===== config.mk =====
export PLATFORM = sky130hd
export DESIGN_NAME = digit_scan_ctrl
export DESIGN_NICKNAME = d
export VERILOG_FILES = /design/src/rtl/digit_scan_ctrl.sv
export SDC_FILE = /design/constraint.sdc
export NUM_CORES = 1
export LEC_CHECK = 0
export CAP_MARGIN = 20
export CORE_MARGIN = 2
export CORE_UTILIZATION = 54
export CTS_CLUSTER_SIZE = 40
export DETAILED_ROUTE_END_ITERATION = 8
export PLACE_DENSITY = 0.81
export SLEW_MARGIN = 10
export SYNTH_ARGS = -nofsm -noshare
export SYNTH_HDL_FRONTEND = slang
export SYNTH_SLANG_ARGS = --single-unit

===== constraint.sdc =====
create_clock -name clk -period 2.4 [get_ports clk]
set_clock_uncertainty 0.05 [all_clocks]
set_input_delay 0.48 -clock clk [delete_from_list [all_inputs] [get_ports clk]]
set_output_delay 0.48 -clock clk [all_outputs]
set_load 0.1 [all_outputs]

===== src/rtl/digit_scan_ctrl.sv =====
// Eight-digit seven-segment scan controller: prescaled digit select, active-low anodes, dead-time blanking.
// Optional SCAN_DP_EN macro adds a per-digit decimal point input (dp_mask) and active-low output (dp_n).
module digit_scan_ctrl #(
  parameter int TICK_DIV    = 100000,
  parameter int DEAD_CYCLES = 8
) (
  input  logic       clk,
  input  logic       reset_n,
  input  logic       en,
  input  logic [7:0] blank_mask,
`ifdef SCAN_DP_EN
  input  logic [7:0] dp_mask,
  output logic       dp_n,
`endif
  output logic [2:0] sel,
  output logic [7:0] an,
  output logic       tick
);

  localparam int PW = $clog2(TICK_DIV);
  localparam int DW = (DEAD_CYCLES > 2) ? $clog2(DEAD_CYCLES) : 1;
  localparam logic [PW-1:0] PRESC_LAST = PW'(TICK_DIV - 1);
  localparam logic [DW-1:0] DEAD_LAST  = (DEAD_CYCLES > 0) ? DW'(DEAD_CYCLES - 1) : '0;
  localparam bit HAS_DEAD = (DEAD_CYCLES > 0);

  typedef enum logic [1:0] {
    IDLE = 2'd0,
    ON   = 2'd1,
    DEAD = 2'd2
  } state_t;

  state_t        state_r;
  logic [PW-1:0] presc_r;
  logic [DW-1:0] dead_r;

  logic [2:0] sel_nxt_s;
  logic [7:0] cur_pat_s;
  logic [7:0] nxt_pat_s;
  logic       presc_last_s;
  logic       dead_done_s;

  function automatic logic [7:0] anode_pat(input logic [2:0] idx, input logic [7:0] mask);
    anode_pat = ~(8'd1 << idx) | mask;
  endfunction

  // Anode patterns for the current and the following digit, plus counter terminal flags
  always_comb begin
    sel_nxt_s    = sel + 3'd1;
    cur_pat_s    = anode_pat(sel, blank_mask);
    nxt_pat_s    = anode_pat(sel_nxt_s, blank_mask);
    presc_last_s = (presc_r == PRESC_LAST);
    dead_done_s  = (dead_r == DEAD_LAST);
  end

`ifdef SCAN_DP_EN
  logic cur_dp_s;
  logic nxt_dp_s;
  logic dp_r;

  // Decimal point level for the current and the following digit
  always_comb begin
    cur_dp_s = ~dp_mask[sel] & ~blank_mask[sel];
    nxt_dp_s = ~dp_mask[sel_nxt_s] & ~blank_mask[sel_nxt_s];
  end

  assign dp_n = dp_r;
`endif

  // Scan FSM: every output is registered so the mux select and anodes change on the same edge
  always_ff @(posedge clk or negedge reset_n) begin
    if (!reset_n) begin
      state_r <= IDLE;
      presc_r <= '0;
      dead_r  <= '0;
      sel     <= 3'd0;
      an      <= 8'hFF;
      tick    <= 1'b0;
`ifdef SCAN_DP_EN
      dp_r    <= 1'b1;
`endif
    end else if (!en) begin
      state_r <= IDLE;
      presc_r <= '0;
      dead_r  <= '0;
      an      <= 8'hFF;
      tick    <= 1'b0;
`ifdef SCAN_DP_EN
      dp_r    <= 1'b1;
`endif
    end else begin
      case (state_r)
        IDLE: begin
          state_r <= ON;
          presc_r <= '0;
          dead_r  <= '0;
          an      <= cur_pat_s;
          tick    <= 1'b0;
`ifdef SCAN_DP_EN
          dp_r    <= cur_dp_s;
`endif
        end
        ON: begin
          if (presc_last_s) begin
            presc_r <= '0;
            sel     <= sel_nxt_s;
            tick    <= 1'b1;
            // Without dead-time the next digit lights on the same edge sel advances
            if (HAS_DEAD) begin
              state_r <= DEAD;
              an      <= 8'hFF;
`ifdef SCAN_DP_EN
              dp_r    <= 1'b1;
`endif
            end else begin
              state_r <= ON;
              an      <= nxt_pat_s;
`ifdef SCAN_DP_EN
              dp_r    <= nxt_dp_s;
`endif
            end
          end else begin
            presc_r <= presc_r + PW'(1);
            an      <= cur_pat_s;
            tick    <= 1'b0;
`ifdef SCAN_DP_EN
            dp_r    <= cur_dp_s;
`endif
          end
        end
        DEAD: begin
          tick <= 1'b0;
          if (dead_done_s) begin
            dead_r  <= '0;
            state_r <= ON;
            an      <= cur_pat_s;
`ifdef SCAN_DP_EN
            dp_r    <= cur_dp_s;
`endif
          end else begin
            dead_r  <= dead_r + DW'(1);
            an      <= 8'hFF;
`ifdef SCAN_DP_EN
            dp_r    <= 1'b1;
`endif
          end
        end
        default: begin
          state_r <= IDLE;
          presc_r <= '0;
          dead_r  <= '0;
          an      <= 8'hFF;
          tick    <= 1'b0;
`ifdef SCAN_DP_EN
          dp_r    <= 1'b1;
`endif
        end
      endcase
    end
  end

endmodule


# Word level (Yosys, flattened, before mapping)
# Cells that the tools add are included.
# classes
reduce_logical	3
n_addsub	3
bitwise	2
shifts	1
n_eq_ne	8
muxes	17
# ops
operator	n
2-to-1 mux 17 bit	2
one-hot mux 17 bit (2 select lines)	1
2-to-1 mux 8 bit	3
one-hot mux 8 bit (3 select lines)	1
adder 17 x 1 -> 17 bit (second input constant)	1
== test 17 bit (second input constant)	1
NOT 8 bit	1
bitwise OR 8 bit	1
left shift 1 x 3 -> 8 bit (first input constant)	1
adder 3 x 1 -> 3 bit (second input constant)	2
2-to-1 mux 2 bit	3
2-to-1 mux 3 bit	2
!= test 3 bit (second input constant)	2
one-hot mux 2 bit (3 select lines)	1
one-hot mux 3 bit (2 select lines)	1
!= test 2 bit (second input constant)	2
== test 3 bit (second input constant)	1
2-to-1 mux 1 bit	3
AND reduction 3 bit	1
== test 2 x 1 -> 1 bit (second input constant)	1
== test 2 bit (second input constant)	1
logical NOT 2 bit	1
AND reduction 2 bit	1
# word_totals
out_inout_bits	12
input_bits	11
ff_bits	34

# Logic depth before layout (Yosys ltp)
# logic_depth
ltp_word	6
mapped_depth	6

# Worst setup path before layout
# OpenSTA, ideal clock, no wires.
# synth_path
path_kind	reg2reg
start	register presc_r[0]
end	register presc_r[14]
slack_ns	0.471
stages_incl_launch_ff	6
required_ns	2.263
path_buffers	0
arrival_ns	1.793
path_cell_list	dfrtp_1 > ha_1 > nand4_1 > or4_4 > or3_1 > a211oi_2
# synth_between
elab_chain_len	4
word_cells_on_any_way	5
cone_classes	add/sub (1); eq/ne (1); mux (3)
# synth_lines
item	line_no	text
start, declared	33	logic [PW-1:0] presc_r;
start signal, assigned	122	presc_r <= presc_r + PW'(1);
adder 17 x 1 -> 17 bit or == test 17 bit (tied branches)	122, 51	
2-to-1 mux 17 bit (*)	103	if (presc_last_s) begin
one-hot mux 17 bit (2 select lines) (*)	91	case (state_r)
2-to-1 mux 17 bit (*)	81	end else if (!en) begin
# Mark *: on every way between the ends. The rest lies on a longest branch, timed or not.
# A chain may end at the register's enable or synchronous reset.

# Worst setup path after layout
# layout_path
start	register presc_r[11]
end	register sel[1]
# layout_between
elab_chain_len	2
# layout_lines
item	line_no	text
== test 17 bit	51	presc_last_s = (presc_r == PRESC_LAST);
AND reduction 3 bit (no line)	-	
end signal, assigned	105	sel <= sel_nxt_s;
end, declared	15	output logic [2:0] sel,
# No other way between the ends.

==> impl_metrics.csv <==
group,metric,value,unit
status,status,"finished, final reports clean",
hold_path,hold_depth,1,
sta,timing.fmax,0.456,GHz
layout,fin_cells,247,
clocking,htree_levels,2,
place,portBuffers,22,
yosys,ys_ff_latch,34,
floorplan,num_rows,20,
worst_setup_path,cp_max_fo,8,
sta,finalHoldViolations,0,
power_and_ir_drop,p_int,751,uW
sta,setup_violations,0,
yosys,synth_edf_count,0,
layout,antenna_cells,0,
sta,worst_pin_slew,0.433,ns
power_and_ir_drop,total_power,987,uW
hold_path,hold_start,"presc_r[16]$_DFFE_PN0P_",
sta,fin_tns_setup,0,ns
grt,track_usage,23.7,%
worst_setup_path,crit_path_end_kind,"flop",
clocking,post_cts_resized,0,
drt,wl_per_cell,15.0,microns
floorplan,io_pins,23,
yosys,syn_area,0.00176,sq mm
grt,grt-ovfl-total,0,
sta,relSlewSlack,70.7,%
sta,finalMaxSlewViolations,0,
drt,num_vias,1428,
yosys,async_reset_ff_share,100,%
yosys,synth_top_area_share,37.0,%
worst_setup_path,start_kind,"flop",
clocking,ctsHoldBuffers,0,
floorplan,start_util,57.1,%
layout,drive_above_1_share,19.7,%
floorplan,die_h,61.1,microns
run,timing.max_cap.violations,0,
worst_setup_path,crit_slowest_cell,"nor4bb_1",
worst_setup_path,reg2reg_from,"presc_r[11]$_DFFE_PN0P_",
drt,via_per_inst,5.78,
clocking,post_cts_buffers,0,
drt,drtPass1Iterations,6,
power_and_ir_drop,clockPowerShare,32.7,%
drt,drt-total-wl,3.72,mm
yosys,yosys-top-cells-area,"dfrtp_1, dfstp_2, ha_1",
worst_setup_path,path_cells,"nor4bb_1 -> nand4_1 -> nor2b_1 -> mux2_2",
drt,drtAntennaViolNets,0,
place,hpwlAfterDp,2.86,mm
sta,rsz0062_at_grt,"no",
floorplan,die_area,0.00373,sq mm
clocking,cts_tree,"done",
worst_setup_path,worstPathRequired,2.58,ns
drt,first_iter_violations,116,
worst_setup_path,cp.arrival,2.37,ns
power_and_ir_drop,p_leak,0.864,nW
worst_setup_path,rr_endpoint,"sel[1]$_DFFE_PN0P_",
sta,period_share,91.4,%
grt,antenna_found_initial,0,
sta,period_minus_slack,2.19,ns
layout,post-route-util,67.6,%
yosys,syn_nets,192,
floorplan,core,0.00308,sq mm
power_and_ir_drop,power.density,474,mW/mm^2
sta,whs,0.479,ns
place,dp.cells,239,
yosys,avgSynthCellArea,10.2,sq um
worst_setup_path,reg2regPathDepth,4,
sta,setup_slack,0.206,ns
clocking,clock_path_buffers,2,
worst_setup_path,r2r_slack,0.21,ns
drt,drc,0,
clocking,worstSkewPairLatency,0.33,ns
place,postPlaceCellArea,0.00202,sq mm
clocking,cts_sinks,34,
layout,fin_nets,222,
grt,grt_pass1_wl,6.50,mm
power_and_ir_drop,seqPwrFrac,59.1,%
yosys,synth_ff_type,"dfrtp_1",
hold_path,hold_path.class,"reg -> reg",
clocking,cts_made_buffers,5,
yosys,yosys_warnings,0,
layout,areaGrowthSynthToFinish,18.4,%
place,gp_congestion,0.889,
hold_path,hold_end,"presc_r[16]$_DFFE_PN0P_",
grt,grt_start_max_net_pins,35,
power_and_ir_drop,ir_drop,309,uV
worst_setup_path,crit_path_max_incr_delay,0.45,ns
yosys,yosysTopAreaCell,"dfrtp_1",
yosys,synth_most_common_cell,"dfrtp_1",
layout,final_area,0.00208,sq mm
yosys,ys_seq_area_share,49.0,%
grt,first_global_vias,1468,
yosys,synth_common_cells,"dfrtp_1, nor3_1, o21ai_0, nand2_1, nor2_1",
yosys,synth_cell_type_count,43,
power_and_ir_drop,p_sw,235,uW
floorplan,die_w,61.1,microns
clocking,path_clk_slew,0.10,ns
clocking,ctsRootBufferMaster,"clkbuf_4",
worst_setup_path,path_class,"reg -> reg",
power_and_ir_drop,p_sw_share,23.8,%
yosys,synth_cells,172,
power_and_ir_drop,pwr-share-comb,8.2,%
place,post-place-ws,0.0124,ns
[power by group through the flow]
| stage | logic (mW) | registers [mW] | clock network (mW) |
|---|---|---|---|
| after global placement | 0.0792 | 0.593 | 0 |
| after global routing | 0.0893 | 0.584 | 0.363 |
| after detailed placement | 0.0822 | 0.593 | 0 |
| final | 0.0814 | 0.583 | 0.323 |
| after floorplan | 0.0220 | 0.609 | 0 |
| after CTS | 0.0823 | 0.583 | 0.336 |
[critical path, delay by kind of cell, from the launching register on]
family,cells,cell delay (ns)
simple gates,3,1.24
mux,1,0.36
flops,1,0.44
[routing by layer]
layer	vias to the layer above	track usage [%]	wire [microns]
li1	699	-	-
met1	700	31.4	1690
met2	24	37.8	1830
met3	5	6.72	151
met4	0	7.76	44
met5	-	0	0
[placed cells by master, fill, tap and decap left out, drive strengths merged, types with 2 or more instances in the layout]
master         instances
nor2                  10
dfstp                  8
a21oi                  2
dfrtp                 26
a31oi                  2
inv                    8
clkbuf                 7
a211oi                 4
nor2b                  3
a41oi                  2
xor2                   2
or4                    2
nor3                  13
o311ai                 2
o21ai                 13
nand2                 11
nor3b                  3
buf                   19
nand4                  7
nor4                   3
or3                    5
ha                     9
xnor2                  7
a22oi                  2
clkdlybuf4s50         10
nand3                  7
[sequential cells by signal, indices dropped and copies added (netlist names)]
signal and cells:
state_r 2, tick 1, presc_r 17, dead_r 3, an 8, sel 3
[area by class of cell]
cell class                 count  area, sq um
fill                         246          996
multi-input combinational    124          833
clock buffer                   7         55.1
sequential                    34          861
timing repair buffer          29          243
inverter                       8         30.0
tap                           44         55.1
clock inverter                 1         5.00
[cell families (layout without fill, tap and decap cells)]
group / Yosys count / in the layout / share of synthesized area, %
adder cells (fa/ha/maj): 9 / 9 / 6.41
flip-flops: 34 / 34 / 49.0
multiplexers: 2 / 2 / 1.21
AND/OR/NAND/NOR: 73 / 73 / 23.2
AO/OA/AOI/OAI: 31 / 31 / 12.1
buffers and inverters: 14 / 45 / 3.63
XOR/XNOR: 9 / 9 / 4.48
[worst max path at each step]
stage,startpoint,endpoint,slack [ns],depth (start not counted)
2_1_floorplan,presc_r[0]$_DFFE_PN0P_,presc_r[14]$_DFFE_PN0P_,0.47,5
3_3_place_gp,en,presc_r[13]$_DFFE_PN0P_,0.04,5
3_5_place_dp,en,presc_r[13]$_DFFE_PN0P_,0.01,5
4_1_cts,presc_r[11]$_DFFE_PN0P_,sel[1]$_DFFE_PN0P_,0.23,4
5_1_grt,presc_r[9]$_DFFE_PN0P_,sel[1]$_DFFE_PN0P_,0.01,4
6_report,presc_r[11]$_DFFE_PN0P_,sel[1]$_DFFE_PN0P_,0.21,4
Power figures use the tool's default switching activity.
